File: config.mk
export PLATFORM = sky130hd
export DESIGN_NAME = fetch_queue
export DESIGN_NICKNAME = d
export VERILOG_FILES = /design/src/rtl/fetch_pkg.sv /design/src/rtl/fetch_fifo.sv /design/src/rtl/fetch_queue.sv
export SDC_FILE = /design/constraint.sdc
export NUM_CORES = 1
export LEC_CHECK = 0
export CORE_ASPECT_RATIO = 0.6
export CORE_MARGIN = 3
export CORE_UTILIZATION = 45
export DETAILED_ROUTE_END_ITERATION = 16
export PLACE_DENSITY = 0.7
export SLEW_MARGIN = 20
export SYNTH_ARGS = -nofsm -noshare
export SYNTH_HDL_FRONTEND = slang
export SYNTH_SLANG_ARGS = --single-unit
File: constraint.sdc
create_clock -name clk_i -period 3 [get_ports clk_i]
set_input_delay 0.6 -clock clk_i [delete_from_list [all_inputs] [get_ports clk_i]]
set_output_delay 0.6 -clock clk_i [all_outputs]
set_load 0.02 [all_outputs]
File: src/rtl/fetch_pkg.sv
// ---------------------------------------------------------------------------
// fetch_pkg
// Shared types and defaults for the instruction fetch queue.
//   fetch_state_t : request FSM state (IDLE, WAIT_GNT, WAIT_RVALID)
//   fetch_entry_t : one buffered instruction {pc, instr}
//   DEPTH_DEFAULT / RESET_PC_DEFAULT : parameter defaults for fetch_queue
// ---------------------------------------------------------------------------
package fetch_pkg;

    localparam int          DEPTH_DEFAULT    = 4;
    localparam logic [31:0] RESET_PC_DEFAULT = 32'h0000_0000;

    typedef enum logic [1:0] {
        IDLE        = 2'd0,
        WAIT_GNT    = 2'd1,
        WAIT_RVALID = 2'd2
    } fetch_state_t;

    typedef struct packed {
        logic [31:0] pc;
        logic [31:0] instr;
    } fetch_entry_t;

endpackage

File: src/rtl/fetch_fifo.sv
// ---------------------------------------------------------------------------
// fetch_fifo
// DEPTH-entry instruction buffer with wrapping read/write pointers.
//   clk, rst_n : clock, asynchronous active-low reset
//   flush      : synchronous clear of pointers and count (wins over push/pop)
//   push       : write push_data at the tail
//   push_data  : entry to write
//   pop        : drop the head entry
//   head       : entry at the read pointer (valid only when count != 0)
//   count      : number of stored entries, 0..DEPTH
// The caller guarantees no push when full and no pop when empty.
// ---------------------------------------------------------------------------
module fetch_fifo
    import fetch_pkg::*;
#(
    parameter int  DEPTH = DEPTH_DEFAULT,
    localparam int PW    = $clog2(DEPTH),
    localparam int CW    = PW + 1
) (
    input  logic          clk,
    input  logic          rst_n,
    input  logic          flush,
    input  logic          push,
    input  fetch_entry_t  push_data,
    input  logic          pop,
    output fetch_entry_t  head,
    output logic [CW-1:0] count
);

    fetch_entry_t  mem [DEPTH];
    logic [PW-1:0] wr_ptr;
    logic [PW-1:0] rd_ptr;

    // DEPTH is a power of two, so the pointers wrap by plain overflow.
    always_ff @(posedge clk or negedge rst_n) begin
        if (!rst_n) begin
            wr_ptr <= '0;
            rd_ptr <= '0;
            count  <= '0;
        end else if (flush) begin
            wr_ptr <= '0;
            rd_ptr <= '0;
            count  <= '0;
        end else begin
            if (push) begin
                wr_ptr <= wr_ptr + PW'(1);
            end
            if (pop) begin
                rd_ptr <= rd_ptr + PW'(1);
            end
            case ({push, pop})
                2'b10:   count <= count + CW'(1);
                2'b01:   count <= count - CW'(1);
                default: count <= count;
            endcase
        end
    end

    // Storage needs no reset: nothing is visible until count says so.
    always_ff @(posedge clk) begin
        if (push && !flush) begin
            mem[wr_ptr] <= push_data;
        end
    end

    assign head = mem[rd_ptr];

endmodule

File: src/rtl/fetch_queue.sv
// ---------------------------------------------------------------------------
// fetch_queue
// Instruction fetch unit: issues one word request at a time to instruction
// memory, buffers responses with their PCs, and hands them to decode.
//   clk_i, rst_i        : clock, asynchronous active-low reset
//   imem_req_o          : request valid (high only in WAIT_GNT, registered)
//   imem_addr_o         : word-aligned fetch address, stable until grant
//   imem_gnt_i          : memory accepted the request this cycle
//   imem_rvalid_i       : read data valid for the outstanding request
//   imem_rdata_i        : instruction word
//   redirect_i          : taken branch/jump; flush queue, refetch
//   redirect_pc_i       : new fetch address (low two bits ignored)
//   instr_valid_o       : queue head valid
//   instr_o, instr_pc_o : queue head word and PC, zero when empty
//   instr_ready_i       : decode consumes head when valid and ready
//   state_o             : current FSM state (debug visibility)
//
// Handshakes: imem request is a valid/grant pair -- imem_req_o and
// imem_addr_o stay fixed until a cycle where imem_req_o && imem_gnt_i.
// The decode side is valid/ready: a transfer happens in a cycle with
// instr_valid_o && instr_ready_i, and valid never depends on ready.
// ---------------------------------------------------------------------------
module fetch_queue
    import fetch_pkg::*;
#(
    parameter int          DEPTH    = DEPTH_DEFAULT,
    parameter logic [31:0] RESET_PC = RESET_PC_DEFAULT
) (
    input  logic        clk_i,
    input  logic        rst_i,
    output logic        imem_req_o,
    output logic [31:0] imem_addr_o,
    input  logic        imem_gnt_i,
    input  logic        imem_rvalid_i,
    input  logic [31:0] imem_rdata_i,
    input  logic        redirect_i,
    input  logic [31:0] redirect_pc_i,
    output logic        instr_valid_o,
    output logic [31:0] instr_o,
    output logic [31:0] instr_pc_o,
    input  logic        instr_ready_i,
    output logic [1:0]  state_o
);

    localparam int            CW      = $clog2(DEPTH) + 1;
    localparam logic [CW-1:0] DEPTH_C = CW'(DEPTH);

    fetch_state_t  state;
    logic [31:0]   fetch_pc;   // next address to request
    logic [31:0]   req_pc;     // address of the request awaiting rvalid
    logic          discard;    // a granted request's response must be dropped
    logic          req;

    logic [CW-1:0] count;
    fetch_entry_t  head;
    fetch_entry_t  push_data;
    logic          push;
    logic          pop;
    logic          credit_idle;
    logic          credit_chain;
    logic          unused_pc_lsbs;

    assign unused_pc_lsbs = ^redirect_pc_i[1:0];

    // From IDLE nothing is in flight, so credit is just free space. When a
    // response lands, the pushed word occupies a slot, so chaining straight
    // into the next request needs room for one more. Both use the registered
    // count only, keeping instr_ready_i out of the request path.
    assign credit_idle  = (count < DEPTH_C);
    assign credit_chain = ((count + CW'(1)) < DEPTH_C);

    assign push = (state == WAIT_RVALID) && imem_rvalid_i && !redirect_i;
    assign pop  = instr_valid_o && instr_ready_i && !redirect_i;

    assign push_data.pc    = req_pc;
    assign push_data.instr = imem_rdata_i;

    always_ff @(posedge clk_i or negedge rst_i) begin
        if (!rst_i) begin
            state    <= IDLE;
            fetch_pc <= RESET_PC;
            req_pc   <= RESET_PC;
            discard  <= 1'b0;
            req      <= 1'b0;
        end else if (redirect_i) begin
            state    <= IDLE;
            req      <= 1'b0;
            fetch_pc <= {redirect_pc_i[31:2], 2'b00};
            // Remember to drop a response only if a granted request is still
            // waiting for it after this edge.
            case (state)
                WAIT_GNT:    discard <= imem_gnt_i;
                WAIT_RVALID: discard <= !imem_rvalid_i;
                default:     discard <= discard && !imem_rvalid_i;
            endcase
        end else begin
            case (state)
                IDLE: begin
                    if (imem_rvalid_i) begin
                        discard <= 1'b0;
                    end
                    // A stale response still owed blocks new issue, keeping
                    // at most one request outstanding.
                    if ((!discard || imem_rvalid_i) && credit_idle) begin
                        state <= WAIT_GNT;
                        req   <= 1'b1;
                    end
                end
                WAIT_GNT: begin
                    if (imem_gnt_i) begin
                        state    <= WAIT_RVALID;
                        req      <= 1'b0;
                        req_pc   <= fetch_pc;
                        fetch_pc <= fetch_pc + 32'd4;
                    end
                end
                WAIT_RVALID: begin
                    if (imem_rvalid_i) begin
                        if (credit_chain) begin
                            state <= WAIT_GNT;
                            req   <= 1'b1;
                        end else begin
                            state <= IDLE;
                        end
                    end
                end
                default: begin
                    state <= IDLE;
                    req   <= 1'b0;
                end
            endcase
        end
    end

    fetch_fifo #(
        .DEPTH(DEPTH)
    ) u_fifo (
        .clk       (clk_i),
        .rst_n     (rst_i),
        .flush     (redirect_i),
        .push      (push),
        .push_data (push_data),
        .pop       (pop),
        .head      (head),
        .count     (count)
    );

    assign imem_req_o    = req;
    assign imem_addr_o   = fetch_pc;
    assign instr_valid_o = (count != '0);
    assign instr_o       = instr_valid_o ? head.instr : 32'h0;
    assign instr_pc_o    = instr_valid_o ? head.pc    : 32'h0;
    assign state_o       = state;

endmodule

==> results of run 1 <==
-- kinds of logic after synthesis --
kind of cell	count (synthesis)	synth area share (%)
other cells	1	0.0288
xor+xnor	18	1.21
buf+inv	54	1.83
fa+ha+maj	14	1.33
compound gates	64	2.86
flops	319	70.9
mux	93	13.4
simple gates	193	8.49
-- Yosys cell counts (all sizes together) (2+ instances only) --
library cell | count | area share [%]
edfxtp | 248 | 57
dfrtp | 71 | 14
and2 | 63 | 3.0
mux4 | 62 | 11
nand2 | 34 | 0.98
mux2 | 29 | 2.5
o21ai | 28 | 1.1
clkbuf | 24 | 0.69
nor2 | 21 | 0.61
buf | 19 | 0.82
nand3 | 18 | 0.83
a31oi | 15 | 0.72
or4 | 15 | 0.87
ha | 13 | 1.2
inv | 11 | 0.32
nand4 | 10 | 0.48
o31ai | 9 | 0.52
or3 | 9 | 0.46
xnor2 | 9 | 0.61
xor2 | 9 | 0.61
a21oi | 7 | 0.27
and3 | 7 | 0.35
and4 | 5 | 0.34
nor3 | 3 | 0.12
mux2i | 2 | 0.15
nor4 | 2 | 0.096
o211ai | 2 | 0.12
-- worst max-delay path: stages, from the launching register on --
cell       delay [ns]
dfrtp_4          0.46
buf_12           0.15
buf_16           0.16
clkbuf_16        0.16
mux4_2           0.50
and2_1           0.20
buf_2            0.16
-- what timing repair did --
action / CTS / global route
setup endpoints to repair: 62 / 15
buffers inserted: 7 / 0
gates cloned: 0 / 1
resized for setup: 91 / 15
hold buffers: 0 / 0
-- registers in the layout (all words and copies together) (netlist names) --
signal / cells
discard: 1
imem_addr_o: 30
imem_req_o: 1
req_pc: 30
state_o: 2
u_fifo.count: 3
u_fifo.mem: 248
u_fifo.rd_ptr: 2
u_fifo.wr_ptr: 2
-- worst paths after layout --
kind | start | endpoint | slack (ns)
setup reg to reg | state_o[1] | imem_addr_o[27] | 0.31
hold reg to reg | req_pc[6] | u_fifo.mem[1][38] | 0.52
hold / removal | rst_i | imem_req_o | 0.11
setup / recovery | u_fifo.rd_ptr[0] | instr_pc_o[15] | 0.05
min in group clk_i | req_pc[6] | u_fifo.mem[1][38] | 0.52
max in group asynchronous | rst_i | req_pc[20] | 2.20
-- area by class of cell --
type | count | area share [%]
flip-flops and latches | 319 | 56.6
multi-input cells | 386 | 22.0
repair buffers | 197 | 12.5
clock buffers | 43 | 5.27
well taps | 367 | 2.82
clock inverters | 11 | 0.537
inverters | 11 | 0.253
-- power breakdown --
| part | internal (uW) | leakage (uW) | switching, uW | total, uW |
|---|---|---|---|---|
| Combinational | 1900 | 0.00215 | 1920 | 3820 |
| Clock | 2070 | 0.000477 | 1600 | 3680 |
| Sequential | 5350 | 0.00309 | 432 | 5780 |
| Total | 9320 | 0.00571 | 3960 | 13300 |
-- routing by layer --
layer  track usage, %  vias to the layer above
met2             28.8                      209
li1                 -                     3317
met1             27.4                     3775
met4             3.42                        0
met5                0                        -
met3             3.85                       34
-- stage by stage --
stage | util (%) | power (uW)
finish | 58.3 | 13300
global route | 58.3 | 13900
CTS | 58.1 | 13400
detailed placement | 54.8 | 9910
global placement | 54.8 | 9860
floorplan | - | 8050
==> impl_summary.md, run 1 <==
Placed design
The placed cell count is ~1300. The standard cell area after detailed placement is about 0.015 sq mm. Timing analysis after detailed placement gives a worst setup slack of roughly 0.076 ns.

The count of port buffers added during placement is between 150 and 200. Once detailed placement completed, the half-perimeter wirelength came to 18.2 mm. The congestion estimate from routability-driven global placement came to between 0.8 and 0.9.

Yosys
After technology mapping, the gate count stands at about 760. The mean area per synthesized cell is 17.2 sq um. In the synthesized netlist the dominant register cell turns out to be edfxtp_1. The synthesized design contains 248 enable-type register cells.

The count of yosys warnings during synthesis is 0. The number of distinct library cells after synthesis is 46. The synthesized design contains between 300 and 400 register bits. Counting flops with an async set or reset pin after synthesis yields a share of 22.3%. The cell area that synthesis handed to floorplanning was ~0.013 sq mm. For this run, the register share of the synthesized area comes to a little under three quarters.

Die
The initial cell density of the core is 46.5%. 170 I/O pins were placed. The number of placement rows is 47. The area of the die is just over 0.03 sq mm. The floorplan core area is approximately 0.028 sq mm. The chip width is between 200 and 250 um.

The vertical die dimension is around 140 um.

Drt
The met2 wire length is 13.3 mm. The detail-routed net length per standard cell is between 20 and 25 um. The remaining routing DRC violations is 0. The number of detailed-route iterations in the first pass is 5. The total via count after detailed routing is roughly 7300. The detailed router put a total of ~13 mm of wire on met1. The first routing iteration left 586 violations. Detailed routing placed a total of ~1.5 mm of wire on met3. The detail route stage leaves a number of antenna-violating nets equal to 0.

The total wirelength of the detailed-routed design is 28.4 mm. The highest layer used for signal routing is met4. The number of vias per cell after detailed routing is between 5 and 6.

Cells and area
The register area is a little over 0.009 sq mm. The most common cell after layout, fill and taps aside is edfxtp_1. The number of antenna diodes in the final layout is 0. Excluding fillers, the count of instances in the completed layout stands at ~1300. Compared with the post-synthesis result, the final layout area differs by 25.3%. In the final layout, the multi-input gates occupy between 0.003 and 0.004 sq mm.

In the layout the commonest cells are edfxtp_1, clkdlybuf4s50_1, dfrtp_1. After routing the design area is 0.0163 sq mm. The fill cell total of the finished layout is 2132. At the end of the flow, the number of nets in the layout was 1027. Of the cells placed in the final design, the portion with a size suffix greater than 1 is 20.8%.

CTS
The register clock-pin slew on the reported worst setup and hold paths is 0.07 ns. TritonCTS built the clock tree. The largest buffer count on any clock path is 3. Counting the buffers created by CTS gives 29. The tree is rooted in a clkbuf_16. The clock net in this run drives a total of 319 sinks. At the later pin of the worst-skew pair, clock insertion delay measures approximately 0.56 ns.

In this run the number of H-tree levels came out at 1.

Timing
After layout, the minimum clock period comes to slightly below 3 ns. The total negative slack for setup checks is 0 ns. The hold slack is roughly 0.11 ns. Setup violations remaining at the end of the flow were counted as 0.

The maximum clock frequency is about 0.34 GHz. The final hold violation count is 0. The worst setup margin is between 0.05 and 0.06 ns. At the pin with the least slew margin, the transition time is 0.819 ns. Measured against its own limit, the worst slew margin works out to 45.4%. The number of pins exceeding their max-slew limit in the final report is 0.

The worst setup skew after layout is ~0.01 ns. Of the available clock period, the critical path in the final layout requires 98.2%.

Critical path
The critical path is of the reg -> out type. The path depth of the worst reg2reg path is 7. The critical-path maximum fanout is 10.

Data arrives at the worst endpoint at 2.35 ns. STA classifies the critical path startpoint as a flop. The required time at the worst-slack endpoint is roughly 2.4 ns. The worst setup path is captured at a primary output.

Global routing
The global-route congestion overflow total is 0. The first global-routing pass estimated around 44 mm of wire. For this run, the total global-route usage over all layers was measured as a little under a fifth. The initial antenna violation count is 0. The pin count of the biggest net entering global routing is 60. The number of global-route vias before repair came to ~7500.

Power and ir drop
The maximum vdd drop is around 0.43 mV. The leakage power total is between 0.005 and 0.006 uW. The power density relative to cell area is 814 mW/mm^2.

Job
Max-cap violations in this run came to 0.

Min path
The path category of the worst min-delay check is in -> async.

Run status
The flow ran to the end, and the final reports show no timing, DRC or antenna violations.
Note: power is estimated with default switching activity, not from simulation.
==> inputs of run 2 (changes only) <==
- CTS_BUF_LIST: unset -> sky130_fd_sc_hd__clkbuf_4 sky130_fd_sc_hd__clkbuf_8
- SYNTH_HIERARCHICAL: unset -> 1
==> run 2 against run 1 <==
  * Register-to-register slack gained 0.12 ns
  * Clock power shrank 1%
  * Largest power group unchanged
  * Non-clock buffer count grew 16
  * Combinational power shrank 64%
  * Synthesized cell count grew 0.40%
  * Routed wire length grew 5.8%
  * Core utilization shrank 0.33 points
  * Global-route usage grew 0.89 points
  * Die area grew 2.1%
==> impl_summary.md, run 2 <==
Critical path
The slack of the worst reg-to-reg path came to 0.43 ns (was 0.31 ns). The endpoint of the most critical register-to-register path is u_fifo/count[2] (was imem_addr_o[27]). The path depth of the worst reg2reg path is 8 (was 7). The kind of launch point of the worst setup path is a flop (unchanged). The launching point of the worst reg2reg path is u_fifo/count[2] (was state_o[1]). The arrival time at the worst endpoint is 2.29 ns (was 2.35 ns). The critical path class is reg -> out (unchanged).

The element type at the critical path end is a primary output (unchanged). The critical-path maximum fanout is 16 (was 10). CP cell instances: buf_16, mux4_2, and2_1, dlygate4sd2_1 (was buf_12, buf_16, clkbuf_16, mux4_2, and2_1, buf_2). The maximum single-stage delay on the critical path came to 0.56 ns (was 0.50 ns). The slowest stage cell on the critical path was mux4_2 (unchanged). The required time at the worst-slack endpoint was 2.40 ns (about the same).

Min path
The path category of the worst min-delay check was in -> async (unchanged).

CTS
The register clock-pin slew on the reported worst setup and hold paths came to 0.07 ns (about the same). The CTS buffer count is 48 (was 29). The maximum level of the CTS H-tree was 2 (was 1). The clock sink total is 327 (was 319). The hold buffer count at CTS is 0 (unchanged).

The clock latency of the later-clocked register in the worst-skew pair is 0.57 ns (was 0.56 ns). The largest buffer count on any clock path is 3 (unchanged). The clock root buffer master is clkbuf_8 (was clkbuf_16).

The clock tree from TritonCTS is built (unchanged).

Die
The initial cell density of the core is 46.0% (was 46.5%). The area of the die was 0.0317 sq mm (was 0.0311 sq mm). The I/O pin count is 170 (unchanged). The floorplan core area is 0.0289 sq mm (was 0.0280 sq mm).

The chip width is 228 um (was 226 um). The number of placement rows is 48 (was 47). The vertical die dimension is 139 um (was 138 um).

Yosys
The number of flops mapped to enable cells by yosys is 256 (was 248). Leading post-synthesis cells by instance count: edfxtp_1, dfrtp_1, and2_1 (unchanged). The mean area per synthesized cell is 17.5 sq um (was 17.2 sq um). The part of the Yosys area used for sequential elements is 71.2% (was 70.9%). Ranking of synthesized cells by area: edfxtp_1, dfrtp_1, mux4_2 (unchanged). The number of distinct library cells after synthesis is 44 (was 46). The proportion of netlist area held by the largest area contributor was 57.8% (was 57.2%). The synthesized instance count is 759 (was 756). The netlist area before placement is 0.0133 sq mm (was 0.0130 sq mm). The leading cell type by number of instances after synthesis is edfxtp_1 (unchanged).

The count of yosys warnings during synthesis was 6 (was 0). The predominant post-synthesis flop cell is edfxtp_1 (unchanged). The fraction of registers with async set/reset is 21.7% (was 22.3%). The flop and latch count out of synthesis was 327 (was 319). The cell taking the most area after synthesis is edfxtp_1 (unchanged).

Timing
The worst-case headroom to the max-slew limit is 52.9% (was 45.4%). The worst setup margin is 0.110 ns (was 0.0537 ns). The worst setup skew after layout is 0.00905 ns (was 0.0100 ns). The final hold violation count is 0 (unchanged). The maximum clock frequency is 0.346 GHz (was 0.339 GHz). The number of pins exceeding their max-slew limit in the final report was 0 (unchanged). The final clock period utilization by the worst path was 96.3% (was 98.2%). Setup repair after global routing left no endpoint under its margin. The final number of setup-violating endpoints is 0 (unchanged). The clock period minus final worst setup slack is 2.89 ns (was 2.95 ns). The transition at the pin with the smallest max-transition slack is 0.707 ns (was 0.819 ns).

Global routing
The number of global-route vias before repair came to 8022 (was 7458). The combined global-route utilization of all metal layers came to 19.3% (was 18.4%). The wire length of the first global-routing pass is 47.3 mm (was 43.9 mm). The global-route congestion overflow total is 0 (unchanged).

The pin count of the biggest net entering global routing is 56 (was 60). The initial antenna violation count is 5 (was 0).

Job
The total of max-cap violations is 0 (unchanged).

Cells and area
The most common cell after layout, fill and taps aside is edfxtp_1 (unchanged). Most frequent cells in the layout: edfxtp_1, clkdlybuf4s50_1, dfrtp_1 (unchanged). The fill cell total of the finished layout came to 2225 (was 2132).

The number of nets in the layout is 1070 (was 1027). The register containing the most flip-flops in the final layout was u_fifo/mem (was u_fifo.mem). The fraction of final layout cells sized beyond drive strength 1 was 27.0% (was 20.8%).

The layout-stage area growth over the synthesis result is 25.9% (was 25.3%). The end-of-flow core utilization came to 57.9% (was 58.3%). The flip-flop count of the largest register, all copies and words added is 256 (was 248).

Drt
The number of detailed-route iterations in the first pass is 6 (was 5). The number of antenna-violating nets in the routed design was 0 (unchanged). The number of vias per cell after detailed routing is 5.32 (was 5.50).

The detail-routed net length per standard cell came to 21.1 um (was 21.3 um). The total wirelength of the detailed-routed design was 30.1 mm (was 28.4 mm). The total via count after detailed routing is 7598 (was 7335). The remaining routing DRC violations is 0 (unchanged).

The initial DRC count is 586 (unchanged).

Placed design
The HPWL after detailed placement came to 18.4 mm (was 18.2 mm). The worst setup timing slack at the placement stage is 0.248 ns (was 0.0757 ns). The final estimated routing congestion in global placement is 0.788 (was 0.871). The count of port buffers added during placement is 165 (was 163).

Power and ir drop
The leakage power total is 0.00597 uW (was 0.00571 uW). The maximum vdd drop is 0.376 mV (was 0.431 mV). The power density relative to cell area is 645 mW/mm^2 (was 814 mW/mm^2).

Run status
Result of the run: completed (unchanged).
run 2: layout make-up:
class                           instances  area [sq um]  area share (%)
Sequential cell                       327          9470            56.6
Multi-Input combinational cell        387          3620            21.6
Timing Repair Buffer                  213          2110            12.6
Clock buffer                           73           892            5.33
Tap cell                              400           500            2.99
Clock inverter                         13          91.3           0.546
Inverter                               12          45.0           0.269
Antenna cell                            3          7.51          0.0449
run 2: logic make-up (layout without fill, tap and decap cells):
| kind of cell | count (synthesis) | after routing | share of synthesized area, % |
|---|---|---|---|
| flops | 327 | 327 | 71.2 |
| compound gates | 68 | 68 | 3.14 |
| fa+ha+maj | 11 | 11 | 1.09 |
| xor+xnor | 16 | 16 | 1.05 |
| other cells | 1 | 13 | 0.0282 |
| buf+inv | 54 | 311 | 2.01 |
| simple gates | 188 | 188 | 8.13 |
| mux | 94 | 94 | 13.3 |
run 2: worst max-delay path by stage:
| stage | startpoint | to | depth (start not counted) |
|---|---|---|---|
| floorplan | redirect_i | u_fifo/mem[0][0] | 6 |
| global placement | u_fifo/count[0] | instr_pc_o[27] | 4 |
| detailed placement | u_fifo/count[0] | instr_pc_o[21] | 4 |
| CTS | u_fifo/rd_ptr[0] | instr_pc_o[8] | 7 |
| global route | u_fifo/rd_ptr[0] | instr_pc_o[24] | 4 |
| finish | u_fifo/rd_ptr[0] | instr_pc_o[24] | 4 |
run 2: layer usage:
layer	up-vias	track usage (%)	wire length, um
met2	245	29.0	13600
met1	3894	28.4	13900
li1	3416	-	-
met5	-	0	13
met4	2	5.71	520
met3	41	4.60	2020
run 2: report_power, final:
group | total, uW | switching [uW] | leakage (uW) | internal [uW]
clock | 3640 | 1650 | 0.000532 | 1990
combinational | 1360 | 681 | 0.00228 | 682
sequential | 5800 | 375 | 0.00316 | 5420
run 2: per-stage QoR:
step	TNS [ns]	instance area (sq um)	hold WS (ns)	total power (uW)	cells
finish	0	16700	0.0718	10800	1428
global route	0	16700	0.0824	11300	1428
CTS	-0.0724	16800	0.0669	10900	1421
detailed placement	0	15600	0.499	7280	1316
global placement	0	15600	0.496	7220	1316
floorplan	0	13300	0.304	6550	768
run 2: critical path: cells and delay by family, from the launching register on:
family / cells / cell delay [ns]
flip-flops: 1 / 0.48
AND/OR/NAND/NOR: 1 / 0.17
multiplexers: 1 / 0.56
buffers and inverters: 2 / 0.52
run 2: timing repair:
item	4_1_cts	5_1_grt
buffers inserted	16	5
endpoints found under the setup margin	64	43
pin swaps	1	0
resized for setup	150	38
gates cloned	3	0
